<file path="src/rtl/mips_exc_pkg.sv">
// mips_exc_pkg: shared types and constants for the MIPS exception controller.
//   - exc_state_e : controller FSM encoding (IDLE / REQ / SERVICE)
//   - CAUSE_*     : cause codes presented to the CPU, CAUSE_NONE = no winner
//   - CNT_W       : width of the optional per-source ack counters
//   - pick_winner : lowest-index active source wins
//   - cause_vector: handler address for a cause code
package mips_exc_pkg;

  localparam int NUM_SRC = 3;
  localparam int CNT_W   = 11;

  typedef enum logic [1:0] {
    ST_IDLE    = 2'd0,
    ST_REQ     = 2'd1,
    ST_SERVICE = 2'd2
  } exc_state_e;

  localparam logic [1:0] CAUSE_SRC0 = 2'd0;
  localparam logic [1:0] CAUSE_SRC1 = 2'd1;
  localparam logic [1:0] CAUSE_SRC2 = 2'd2;
  localparam logic [1:0] CAUSE_NONE = 2'd3;

  function automatic logic [1:0] pick_winner(input logic [NUM_SRC-1:0] act);
    if (act[0]) return CAUSE_SRC0;
    if (act[1]) return CAUSE_SRC1;
    if (act[2]) return CAUSE_SRC2;
    return CAUSE_NONE;
  endfunction

  // No winner points at the base itself rather than a fourth slot.
  function automatic logic [31:0] cause_vector(input logic [31:0] base,
                                               input logic [1:0]  c);
    if (c == CAUSE_NONE) return base;
    return base + {27'd0, c, 3'b000};
  endfunction

endpackage

</file>
<file path="src/rtl/mips_exc_ctrl_if.sv">
// mips_exc_ctrl_if: CPU <-> exception controller signal bundle.
//   master (CPU)  drives mask_we/mask_wdata, irq_ack/epc_in, eret
//   slave  (ctrl) drives irq, cause, irq_vector, epc, pending, mask
interface mips_exc_ctrl_if;
  import mips_exc_pkg::*;

  logic               mask_we;
  logic [NUM_SRC-1:0] mask_wdata;
  logic               irq_ack;
  logic [31:0]        epc_in;
  logic               eret;
  logic               irq;
  logic [1:0]         cause;
  logic [31:0]        irq_vector;
  logic [31:0]        epc;
  logic [NUM_SRC-1:0] pending;
  logic [NUM_SRC-1:0] mask;

  modport master (
    output mask_we, mask_wdata, irq_ack, epc_in, eret,
    input  irq, cause, irq_vector, epc, pending, mask
  );

  modport slave (
    input  mask_we, mask_wdata, irq_ack, epc_in, eret,
    output irq, cause, irq_vector, epc, pending, mask
  );
endinterface

</file>
<file path="src/rtl/exc_sync_edge.sv">
// exc_sync_edge: SYNC_STAGES-deep synchroniser followed by a rising-edge
// detector for one asynchronous exception source.
//   clk, rst_n : clock, async active-low reset
//   async_in   : raw asynchronous source
//   rise_o     : one-cycle pulse on a synchronised 0->1 transition
// SYNC_STAGES must be at least 2.
module exc_sync_edge #(
  parameter int SYNC_STAGES = 2
) (
  input  logic clk,
  input  logic rst_n,
  input  logic async_in,
  output logic rise_o
);

  logic [SYNC_STAGES-1:0] sync_q, sync_d;
  logic                   prev_q, prev_d;

  always_comb begin
    sync_d = {sync_q[SYNC_STAGES-2:0], async_in};
    prev_d = sync_q[SYNC_STAGES-1];
  end

  always_ff @(posedge clk or negedge rst_n) begin
    if (!rst_n) begin
      sync_q <= '0;
      prev_q <= 1'b0;
    end else begin
      sync_q <= sync_d;
      prev_q <= prev_d;
    end
  end

  assign rise_o = sync_q[SYNC_STAGES-1] & ~prev_q;

endmodule

</file>
<file path="src/rtl/mips_exc_ctrl.sv">
// mips_exc_ctrl: exception/interrupt controller in front of the CPU.
//   external_clk, reset : clock, async active-low reset
//   expesrc0..expsrc2   : async exception sources, 0 = highest priority
//   cpu (slave)         : mask write, irq/ack/epc, eret, status outputs
//   cnt_exc0..2         : saturating per-source ack counters, present only
//                         when MIPS_EXC_CNT_EN is defined
// Sources are synchronised and edge-detected into sticky pending bits; the
// masked lowest-index pending source is requested. One request is serviced
// at a time: after an ack the block stays in SERVICE until eret.
module mips_exc_ctrl
  import mips_exc_pkg::*;
#(
  parameter logic [31:0] VEC_BASE    = 32'h0000_0180,
  parameter int          SYNC_STAGES = 2
) (
  input  logic external_clk,
  input  logic reset,
  input  logic expesrc0,
  input  logic expsrc1,
  input  logic expsrc2,
  mips_exc_ctrl_if.slave cpu
`ifdef MIPS_EXC_CNT_EN
  ,
  output logic [CNT_W-1:0] cnt_exc0,
  output logic [CNT_W-1:0] cnt_exc1,
  output logic [CNT_W-1:0] cnt_exc2
`endif
);

  logic [NUM_SRC-1:0] src, rise;
  assign src = {expsrc2, expsrc1, expesrc0};

  exc_sync_edge #(.SYNC_STAGES(SYNC_STAGES)) u_sync [NUM_SRC-1:0] (
    .clk      (external_clk),
    .rst_n    (reset),
    .async_in (src),
    .rise_o   (rise)
  );

  exc_state_e         state_q, state_d;
  logic [NUM_SRC-1:0] pending_q, pending_d;
  logic [NUM_SRC-1:0] mask_q, mask_d;
  logic [1:0]         cause_q, cause_d;
  logic [31:0]        epc_q, epc_d;

  logic [NUM_SRC-1:0] active, clr;
  logic [1:0]         winner;
  logic               ack_ok;

  always_comb begin
    active = pending_q & mask_q;
    winner = pick_winner(active);
    // An ack in REQ with nothing active (mask just closed) is dropped.
    ack_ok = (state_q == ST_REQ) && cpu.irq_ack && (active != '0);
    clr    = ack_ok ? (3'b001 << winner) : 3'b000;
    // Set after clear: a fresh edge on the acked source stays pending.
    pending_d = (pending_q & ~clr) | rise;
    mask_d    = cpu.mask_we ? cpu.mask_wdata : mask_q;
    cause_d   = ack_ok ? winner : cause_q;
    epc_d     = ack_ok ? cpu.epc_in : epc_q;

    state_d = state_q;
    unique case (state_q)
      ST_IDLE:    if (active != '0) state_d = ST_REQ;
      ST_REQ:     if (ack_ok)             state_d = ST_SERVICE;
                  else if (active == '0)  state_d = ST_IDLE;
      ST_SERVICE: if (cpu.eret) state_d = ST_IDLE;
      default:    state_d = ST_IDLE;
    endcase
  end

  always_ff @(posedge external_clk or negedge reset) begin
    if (!reset) begin
      state_q   <= ST_IDLE;
      pending_q <= '0;
      mask_q    <= '1;
      cause_q   <= CAUSE_NONE;
      epc_q     <= '0;
    end else begin
      state_q   <= state_d;
      pending_q <= pending_d;
      mask_q    <= mask_d;
      cause_q   <= cause_d;
      epc_q     <= epc_d;
    end
  end

  // Live winner while requesting; the acked cause is held otherwise.
  assign cpu.irq        = (state_q == ST_REQ);
  assign cpu.cause      = (state_q == ST_REQ) ? winner : cause_q;
  assign cpu.irq_vector = cause_vector(VEC_BASE, cpu.cause);
  assign cpu.epc        = epc_q;
  assign cpu.pending    = pending_q;
  assign cpu.mask       = mask_q;

`ifdef MIPS_EXC_CNT_EN
  logic [NUM_SRC-1:0][CNT_W-1:0] cnt_q, cnt_d;

  always_comb begin
    cnt_d = cnt_q;
    for (int i = 0; i < NUM_SRC; i++)
      if (ack_ok && winner == 2'(i) && cnt_q[i] != {CNT_W{1'b1}})
        cnt_d[i] = cnt_q[i] + CNT_W'(1);
  end

  always_ff @(posedge external_clk or negedge reset) begin
    if (!reset) cnt_q <= '0;
    else        cnt_q <= cnt_d;
  end

  assign cnt_exc0 = cnt_q[0];
  assign cnt_exc1 = cnt_q[1];
  assign cnt_exc2 = cnt_q[2];
`endif

endmodule

</file>
<file path="src/flat_wrapper.sv">
// flat-port wrapper written by rule: the top's interface ports become plain ports
module mips_exc_ctrl_flat import mips_exc_pkg::*;
#(
  parameter logic [31:0] VEC_BASE    = 32'h0000_0180,
  parameter int          SYNC_STAGES = 2
)
  (external_clk, reset, expesrc0, expsrc1, expsrc2, cpu_mask_we, cpu_mask_wdata, cpu_irq_ack, cpu_epc_in, cpu_eret, cpu_irq, cpu_cause, cpu_irq_vector, cpu_epc, cpu_pending, cpu_mask);
  mips_exc_ctrl_if cpu_i ();
  input  logic external_clk;
  input  logic reset;
  input  logic expesrc0;
  input  logic expsrc1;
  input  logic expsrc2;
  input wire logic [$bits(cpu_i.mask_we)-1:0] cpu_mask_we;
  input wire logic [$bits(cpu_i.mask_wdata)-1:0] cpu_mask_wdata;
  input wire logic [$bits(cpu_i.irq_ack)-1:0] cpu_irq_ack;
  input wire logic [$bits(cpu_i.epc_in)-1:0] cpu_epc_in;
  input wire logic [$bits(cpu_i.eret)-1:0] cpu_eret;
  output wire logic [$bits(cpu_i.irq)-1:0] cpu_irq;
  output wire logic [$bits(cpu_i.cause)-1:0] cpu_cause;
  output wire logic [$bits(cpu_i.irq_vector)-1:0] cpu_irq_vector;
  output wire logic [$bits(cpu_i.epc)-1:0] cpu_epc;
  output wire logic [$bits(cpu_i.pending)-1:0] cpu_pending;
  output wire logic [$bits(cpu_i.mask)-1:0] cpu_mask;
  assign cpu_i.mask_we = cpu_mask_we;
  assign cpu_i.mask_wdata = cpu_mask_wdata;
  assign cpu_i.irq_ack = cpu_irq_ack;
  assign cpu_i.epc_in = cpu_epc_in;
  assign cpu_i.eret = cpu_eret;
  assign cpu_irq = cpu_i.irq;
  assign cpu_cause = cpu_i.cause;
  assign cpu_irq_vector = cpu_i.irq_vector;
  assign cpu_epc = cpu_i.epc;
  assign cpu_pending = cpu_i.pending;
  assign cpu_mask = cpu_i.mask;
  mips_exc_ctrl #(.VEC_BASE(VEC_BASE), .SYNC_STAGES(SYNC_STAGES)) u_core (.external_clk(external_clk), .reset(reset), .expesrc0(expesrc0), .expsrc1(expsrc1), .expsrc2(expsrc2), .cpu(cpu_i));
endmodule
</file>
<file path="config.mk">
export PLATFORM = sky130hd
export DESIGN_NAME = mips_exc_ctrl_flat
export DESIGN_NICKNAME = d
export VERILOG_FILES = /design/src/rtl/mips_exc_pkg.sv /design/src/rtl/mips_exc_ctrl_if.sv /design/src/rtl/exc_sync_edge.sv /design/src/rtl/mips_exc_ctrl.sv /design/src/flat_wrapper.sv
export SDC_FILE = /design/constraint.sdc
export NUM_CORES = 1
export LEC_CHECK = 0
export CELL_PAD_IN_SITES_DETAIL_PLACEMENT = 1
export CELL_PAD_IN_SITES_GLOBAL_PLACEMENT = 2
export CORE_ASPECT_RATIO = 1.75
export CORE_MARGIN = 8
export CORE_UTILIZATION = 26
export CTS_CLUSTER_SIZE = 10
export DETAILED_ROUTE_END_ITERATION = 8
export MAX_ROUTING_LAYER = met4
export PLACE_DENSITY = 0.86
export SYNTH_ARGS = -nofsm -noshare
export SYNTH_HDL_FRONTEND = slang
export SYNTH_SLANG_ARGS = --single-unit
</file>
<file path="constraint.sdc">
create_clock -name external_clk -period 3.2 [get_ports external_clk]
set_input_delay 0.64 -clock external_clk [delete_from_list [all_inputs] [get_ports external_clk]]
set_output_delay 0.64 -clock external_clk [all_outputs]
set_load 0.05 [all_outputs]
</file>
==> results of run 1 <==
sequential cells by signal, indices dropped and copies added (netlist names):
name and count:
u_core.cause_q 2, u_core.u_sync.sync_q 6, u_core.cpu.pending 3, u_core.state_q 2, u_core.cpu.epc 32, u_core.cpu.mask 3
u_core.u_sync.prev_q 3
worst reg2reg max path, cell delays in order (launching register included):
cell,delay (ps)
dfrtp_1,420
a222oi_1,690
nor2b_4,90
buf_12,220
mux2_4,340
final cells by class:
| cell class | instances | area [sq um] | share of cell area [%] |
|---|---|---|---|
| sequential | 51 | 1280 | 39.2 |
| timing repair buffer | 88 | 881 | 26.9 |
| multi-input combinational | 94 | 800 | 24.5 |
| tap | 117 | 146 | 4.48 |
| clock buffer | 6 | 129 | 3.94 |
| inverter | 5 | 18.8 | 0.574 |
| clock inverter | 2 | 12.5 | 0.383 |
cells by family after synthesis:
| kind of cell | Yosys count | share of synthesized area [%] |
|---|---|---|
| mux | 35 | 22.1 |
| simple gates | 15 | 3.54 |
| buf+inv | 40 | 12.8 |
| flops | 51 | 56.8 |
| compound gates | 14 | 4.43 |
| other cells | 2 | 0.332 |
worst max path at each step:
stage	depth (start not counted)	startpoint	to
after floorplan	3	u_core.cpu.mask[1]	cpu_cause[0]
after global placement	4	u_core.state_q[1]	cpu_irq_vector[3]
after detailed placement	4	u_core.cpu.mask[1]	cpu_irq_vector[3]
after CTS	4	u_core.cpu.mask[1]	cpu_irq_vector[3]
after global routing	4	u_core.state_q[1]	cpu_irq_vector[3]
final	4	u_core.cpu.mask[1]	cpu_irq_vector[3]
stage by stage:
| step | worst slack (ps) | hold slack, ps | instance area, sq um | util, % |
|---|---|---|---|---|
| finish | 213 | 350 | 3270 | 38.2 |
| global route | 126 | 354 | 3270 | 38.2 |
| CTS | 206 | 352 | 3270 | 38.2 |
| detailed placement | 533 | 336 | 3130 | 36.5 |
| global placement | 534 | 334 | 3130 | 36.5 |
| floorplan | 330 | 331 | 2360 | - |
placed cells by master, fill, tap and decap left out, drive strengths merged:
cell type      instances
or3b                   1
a21o                   1
clkbuf                 6
nand4                  3
dfrtp                 46
nor2                   1
a32o                   1
clkdlybuf4s50         84
nor2b                  1
nand3                  1
nand2b                 1
a211oi                 1
inv                    5
buf                    4
o21ai                  4
a22o                   3
and3b                  1
dfstp                  5
mux2                  35
clkinvlp               1
clkinv                 1
a31oi                  1
a21oi                  1
nand2                  6
o31ai                  1
conb                  30
a222oi                 1
routing by layer:
| metal | wire [microns] | track usage (%) |
|---|---|---|
| met1 | 2150 | 10.3 |
| met4 | 127 | 5.21 |
| met5 | 0 | - |
| met3 | 280 | 1.89 |
| met2 | 3200 | 18.0 |
power by group:
group	internal [mW]	total (mW)	switching, mW	leakage, nW
clock network	0.289	0.517	0.228	0.0669
registers	0.913	1.08	0.164	0.589
logic	0.874	2.25	1.38	0.781
==> summary.txt, run 1 <==
Floorplanning
  – Die Wd: 86.5 microns
  – Initial Utilization: 26.4%
  – Core region area: 0.00856 sq mm
  – Die area: around 0.012 sq mm
  – Die height: 139 microns
  – Ports: 116
  – FP Rows: 45

Clock tree
  – CTS hold repair buffers: 0
  – Htree depth: 2
  – Worst skew pair latency: 290 ps
  – CTS Root Cell: clkbuf_16
  – Sink Count: 51
  – Post-cts repair resize count: 0
  – TritonCTS clock tree: yes
  – Bufs on Longest Clock Path: 2
  – # Post-CTS Setup Buffers: 0
  – Clock buffer count from CTS: 5
  – Clock Pin Slew Worst Setup and Hold Paths: 60 ps

Worst setup path
  – Critical setup path kind: flop to primary output
  – Cell family with the largest share of critical-path delay: buffers and inverters
  – Delay of the slowest critical-path stage: 840 ps
  – WP data required: 2560 ps
  – Crit. End Element: primary output
  – CP max-delay cell: clkdlybuf4s50_1
  – Crit-path cells: nand2_1 -> or3b_2 -> o31ai_1 -> clkdlybuf4s50_1
  – Worst Path Buf+Inv: 1
  – Reg2reg path depth: 4
  – R2R setup slack: 1320 ps
  – Worst flop-to-flop path startpoint: u_core.cpu.pending[0]
  – Critical path fanouts, max: 5
  – CP startpoint kind: flop
  – Worst path arrival time: 2350 ps
  – FF-to-FF End: u_core.cpu.epc[8]

Drt
  – DRT Wirelength: 5.76 mm
  – Vias post-DR: 1,437
  – DRT iter0 DRCs: 26
  – Vias per cell: 3.96
  – Average wire per standard cell: about 16 microns
  – DRT antenna net count: 0
  – 1st-pass router iterations: 4
  – DRC viols: 0

Timing
  – Part of the cycle the worst path needs: 93.3%
  – F_max: between 300 and 400 MHz
  – Measured slew at the worst slew-check pin: 728 ps
  – Setup violators final: 0
  – RSZ-0062 raised after global routing: no
  – Rel. slew slack: 51.5%
  – Final Hold Viols: 0
  – Clock skew: around 4.4 ps
  – Min cycle time layout: approximately 3000 ps
  – Slew Viols, Final: 0
  – Setup TNS: 0 ps

Place
  – Final GP Congestion: 0.732
  – Number of port buffers: 85
  – HPWL Detailed: 4.54 mm
  – Cells after DPL: 355

Hold path
  – Hold depth: 0
  – Hold Path Origin: u_core.u_sync[1].sync_q[0]
  – Hold Path Class: flop to flop
  – Hold endpoint: u_core.u_sync[1].sync_q[1]

Layout
  – Layout Cells excl Fill: 363
  – # nets final: 288
  – Layout area overhead: 44.7%
  – Share of layout cells above drive strength 1: between 20% and 30%
  – ANT cells: 0
  – Fillers: around 940

Power and ir drop
  – Pwr Density: 1180 mW/mm^2
  – Static leakage: 1.44 nW
  – Overall Power: between 3 and 4 mW
  – Peak supply drop: around 0.48 mV

Yosys
  – Top cells by count, synth: 46 x dfrtp_1, 31 x buf_4, 28 x mux2_4
  – Synth Cell Area: 0.00226 sq mm
  – Mapped Cells: 157
  – Post-synth top area cell: dfrtp_1
  – Synth Register Bits: 51
  – Post-synth EDFFs: 0
  – Area contributors post-synth: dfrtp_1 51%, mux2_4 19%, buf_4 10%
  – Cell variety after synth: 26
  – Ys flop type: dfrtp_1
  – Top-area cell type share of the netlist area: 50.9%
  – Register area share after synthesis: roughly 57%
  – Avg Inst Size Synth: 14.4 sq um
  – Ys Warns: 0
  – Async S/R FF share, synth: 100%
  – Most frequent cell after synthesis: dfrtp_1

Global route
  – First-pass GRT wire length: 9.14 mm
  – Largest net degree at the start of global routing: 35
  – GRT Util Overall: 10.2%
  – Congestion Overflow GR: 0
  – Vias in the first global route: 1,713
  – Antenna violations before repair: 0

Outcome
  – Outcome: completed

Flow run
  – Max cap viols: 0
Note: power is estimated with default switching activity, not from simulation.
==> run 2, diff against run 1 <==
--- a/config.mk
+++ b/config.mk
@@ -9,11 +9,12 @@
 export CELL_PAD_IN_SITES_GLOBAL_PLACEMENT = 2
 export CORE_ASPECT_RATIO = 1.75
 export CORE_MARGIN = 8
-export CORE_UTILIZATION = 26
+export CORE_UTILIZATION = 27
 export CTS_CLUSTER_SIZE = 10
 export DETAILED_ROUTE_END_ITERATION = 8
 export MAX_ROUTING_LAYER = met4
-export PLACE_DENSITY = 0.86
+export PLACE_DENSITY = 0.88
 export SYNTH_ARGS = -nofsm -noshare
 export SYNTH_HDL_FRONTEND = slang
+export SYNTH_HIERARCHICAL = 1
 export SYNTH_SLANG_ARGS = --single-unit
==> run 2 against run 1 <==
  * Non-clock buffer count down 1
  * Count of clock-buffer cells in the layout unchanged
  * Clock skew up 5.7 ps
  * Combinational power about the same
  * Largest cell class unchanged
  * Largest power group unchanged
  * Highest routed layer unchanged
==> summary.txt, run 2 <==
Timing
  – Setup TNS: 0 ps (unchanged)
  – Min cycle time layout: 2810 ps (-181 ps)
  – Measured slew at the worst slew-check pin: 813 ps (+84.6 ps)
  – Clock skew: 10.1 ps (+5.73 ps)
  – Setup violators final: 0 (unchanged)
  – Rel. slew slack: 45.8% (-5.6 points)
  – F_max: 356 MHz (+6.5%)
  – Part of the cycle the worst path needs: 87.7% (-5.7 points)
  – Slew Viols, Final: 0 (unchanged)
  – RSZ-0062 raised after global routing: no
  – Final Hold Viols: 0 (unchanged)

Global route
  – Largest net degree at the start of global routing: 33 (-5.7%)
  – GRT Util Overall: 10.3% (+0.087 points)
  – Vias in the first global route: 1,770 (+3.3%)
  – First-pass GRT wire length: 9.22 mm (+0.91%)
  – Congestion Overflow GR: 0 (unchanged)
  – Antenna violations before repair: 0 (unchanged)

Yosys
  – Ys Warns: 6 (+6)
  – Synth Register Bits: 51 (unchanged)
  – Cell variety after synth: 27 (+3.8%)
  – Top cells by count, synth: 46 x dfrtp_1, 30 x buf_4, 29 x mux2_4
  – Async S/R FF share, synth: 100% (unchanged)
  – Post-synth top area cell: dfrtp_1
  – Register area share after synthesis: 55.7% (-1.0 points)
  – Mapped Cells: 159 (+1.3%)
  – Synth Cell Area: 0.00230 sq mm (+1.8%)
  – Most frequent cell after synthesis: dfrtp_1
  – Largest family of logic cells by synthesized area: multiplexers
  – Compound-Gate Fraction of Synth Area: 3.92% (-0.51 points)
  – Avg Inst Size Synth: 14.5 sq um (+0.55%)
  – Multiplexer area fraction after synthesis: 21.9% (-0.23 points)
  – Top-area cell type share of the netlist area: 50.0% (-0.91 points)
  – Ys flop type: dfrtp_1
  – Area contributors post-synth: dfrtp_1 50%, mux2_4 19%, buf_4 9.8%
  – Post-synth EDFFs: 0 (unchanged)
  – Adder-Cell Fraction of Synth Area: 0% (unchanged)
  – Synth Area in Simple Gates: 6.58% (+3.0 points)
  – Post-Synth XOR/XNOR Area: 0% (unchanged)

Floorplanning
  – FP Rows: 44 (-2.2%)
  – Core region area: 0.00831 sq mm (-2.9%)
  – Ports: 116 (unchanged)
  – Die Wd: 85.8 microns (-0.79%)
  – Initial Utilization: 27.7% (+1.3 points)
  – Die area: 0.0118 sq mm (-1.7%)
  – Die height: 138 microns (-0.86%)

Worst setup path
  – Crit-path cells: nand2_1 -> a221oi_1 -> a21o_1 -> clkdlybuf4s50_1
  – Crit. End Element: primary output
  – CP Depth: 4 (unchanged)
  – Critical setup path kind: flop to primary output
  – R2R setup slack: 1230 ps (-90 ps)
  – Cell family with the largest share of critical-path delay: buffers and inverters
  – Reg2reg path depth: 4 (unchanged)
  – CP Launch Point: u_core/cpu.mask[1]
  – Delay of the slowest critical-path stage: 790 ps (-50 ps)
  – WP data required: 2560 ps (about the same)
  – Worst path arrival time: 2170 ps (-180 ps)
  – Critical path fanouts, max: 6 (+1)
  – Worst flop-to-flop path startpoint: u_core/cpu.pending[1]
  – CP max-delay cell: clkdlybuf4s50_1
  – Worst Path Buf+Inv: 1 (unchanged)
  – FF-to-FF End: u_core/cpu.epc[12]
  – Worst Setup EP: cpu_cause[0]
  – CP startpoint kind: flop

Drt
  – Vias post-DR: 1,471 (+2.4%)
  – DRT iter0 DRCs: 64 (+150%)
  – Average wire per standard cell: 15.8 microns (-0.54%)
  – 1st-pass router iterations: 4 (unchanged)
  – M1 WL: 2.16 mm (+0.19%)
  – Met2 WL: 3.15 mm (-1.6%)
  – Vias per cell: 4.05 (+2.4%)
  – Top Metal Used: met4
  – Total length of routed met3 wires: 312 microns (+11%)
  – DRT Wirelength: 5.73 mm (-0.54%)
  – DRC viols: 0 (unchanged)
  – DRT antenna net count: 0 (unchanged)

Layout
  – Layout area overhead: 44.8% (about the same)
  – Most frequent cells in the layout: 84 x clkdlybuf4s50_1, 46 x dfrtp_1, 30 x conb_1, 29 x mux2_4, 8 x nand2_1
  – ANT cells: 0 (unchanged)
  – # nets final: 290 (+0.69%)
  – Finished Core Util: 40.1% (+1.9 points)
  – Commonest non-fill, non-tap cell in the layout: clkdlybuf4s50_1
  – Largest register FFs: 32 (unchanged)
  – Share of layout cells above drive strength 1: 22.2% (+0.63 points)

Outcome
  – Outcome: completed

Place
  – Final GP Congestion: 0.768 (+4.9%)
  – Number of port buffers: 85 (unchanged)
  – HPWL Detailed: 4.45 mm (-1.9%)

Clock tree
  – Bufs on Longest Clock Path: 2 (unchanged)
  – CTS Root Cell: clkbuf_16
  – Post-cts repair resize count: 0 (unchanged)
  – Clock buffer count from CTS: 5 (unchanged)
  – Clock Pin Slew Worst Setup and Hold Paths: 60 ps (about the same)
  – # Post-CTS Setup Buffers: 0 (unchanged)
  – Worst skew pair latency: 290 ps (about the same)
  – Sink Count: 51 (unchanged)
  – Htree depth: 2 (unchanged)
  – CTS hold repair buffers: 0 (unchanged)
  – TritonCTS clock tree: yes

Power and ir drop
  – Pwr Density: 1180 mW/mm^2 (+0.25%)
  – Overall Power: 3.93 mW (+2.2%)
  – Peak supply drop: 0.394 mV (-17%)
  – Static leakage: 1.46 nW (+1.7%)

Hold path
  – Hold Path Class: primary input to async pin

Flow run
  – Max cap viols: 0 (unchanged)
run 2: cell types whose count changed after synthesis, sizes merged, moves of 3 or more:
| cell | before | now |
|---|---|---|
| inv | 5 | 1 |
| a21o | 1 | 5 |
| nand3b | 0 | 3 |
| a22o | 3 | 0 |
run 2: stage by stage:
step           hold WS (ps)  cells  setup slack, ps  instance area [sq um]
3_3_place_gp            332    355              700                   3170
3_5_place_dp            336    355              695                   3170
5_1_grt                 355    363              261                   3330
2_1_floorplan           331    187              571                   2410
4_1_cts                 351    363              381                   3330
6_report                339    363              394                   3330
run 2: logic make-up (layout without fill, tap and decap cells):
| family | Yosys count | count (layout) |
|---|---|---|
| buf+inv | 35 | 96 |
| simple gates | 23 | 23 |
| mux | 35 | 35 |
| flops | 51 | 51 |
| other cells | 2 | 30 |
| compound gates | 13 | 13 |
run 2: routing by layer:
layer | GRT usage [%] | vias up
met1 | 10.3 | 743
met5 | - | -
met3 | 2.14 | 7
met4 | 4.74 | 0
li1 | - | 654
met2 | 18.3 | 67
run 2: worst register-to-register path, stage by stage, from the launching register on:
cell and delay [ps]:
dfrtp_1 440, a222oi_1 770, nor2_4 80, buf_12 230, mux2_4 330
run 2: where the power goes:
group          leakage [nW]  total (mW)  internal [mW]  switching, mW
Sequential            0.589        1.08          0.911          0.165
Combinational         0.795        2.26          0.881           1.38
Clock                0.0771       0.596          0.369          0.227
Total                  1.46        3.93           2.16           1.77
run 2: cell type report:
cell class	instances	area, sq um
timing repair buffer	87	873
clock inverter	2	37.5
multi-input combinational	101	862
inverter	1	3.75
tap	115	144
sequential	51	1280
fill	884	4980
clock buffer	6	129
run 2: worst min path at each step:
stage | startpoint | to | slack, ps | cells after the start
2_1_floorplan | u_core/u_sync[0]/sync_q[0] | u_core/u_sync[0]/sync_q[1] | 330 | 0
3_3_place_gp | u_core/u_sync[0]/sync_q[0] | u_core/u_sync[0]/sync_q[1] | 330 | 0
3_5_place_dp | u_core/u_sync[1]/sync_q[0] | u_core/u_sync[1]/sync_q[1] | 340 | 0
4_1_cts | u_core/u_sync[1]/sync_q[0] | u_core/u_sync[1]/sync_q[1] | 350 | 0
5_1_grt | u_core/u_sync[1]/sync_q[0] | u_core/u_sync[1]/sync_q[1] | 350 | 0
6_report | reset | u_core/cpu.epc[23] | 340 | 1
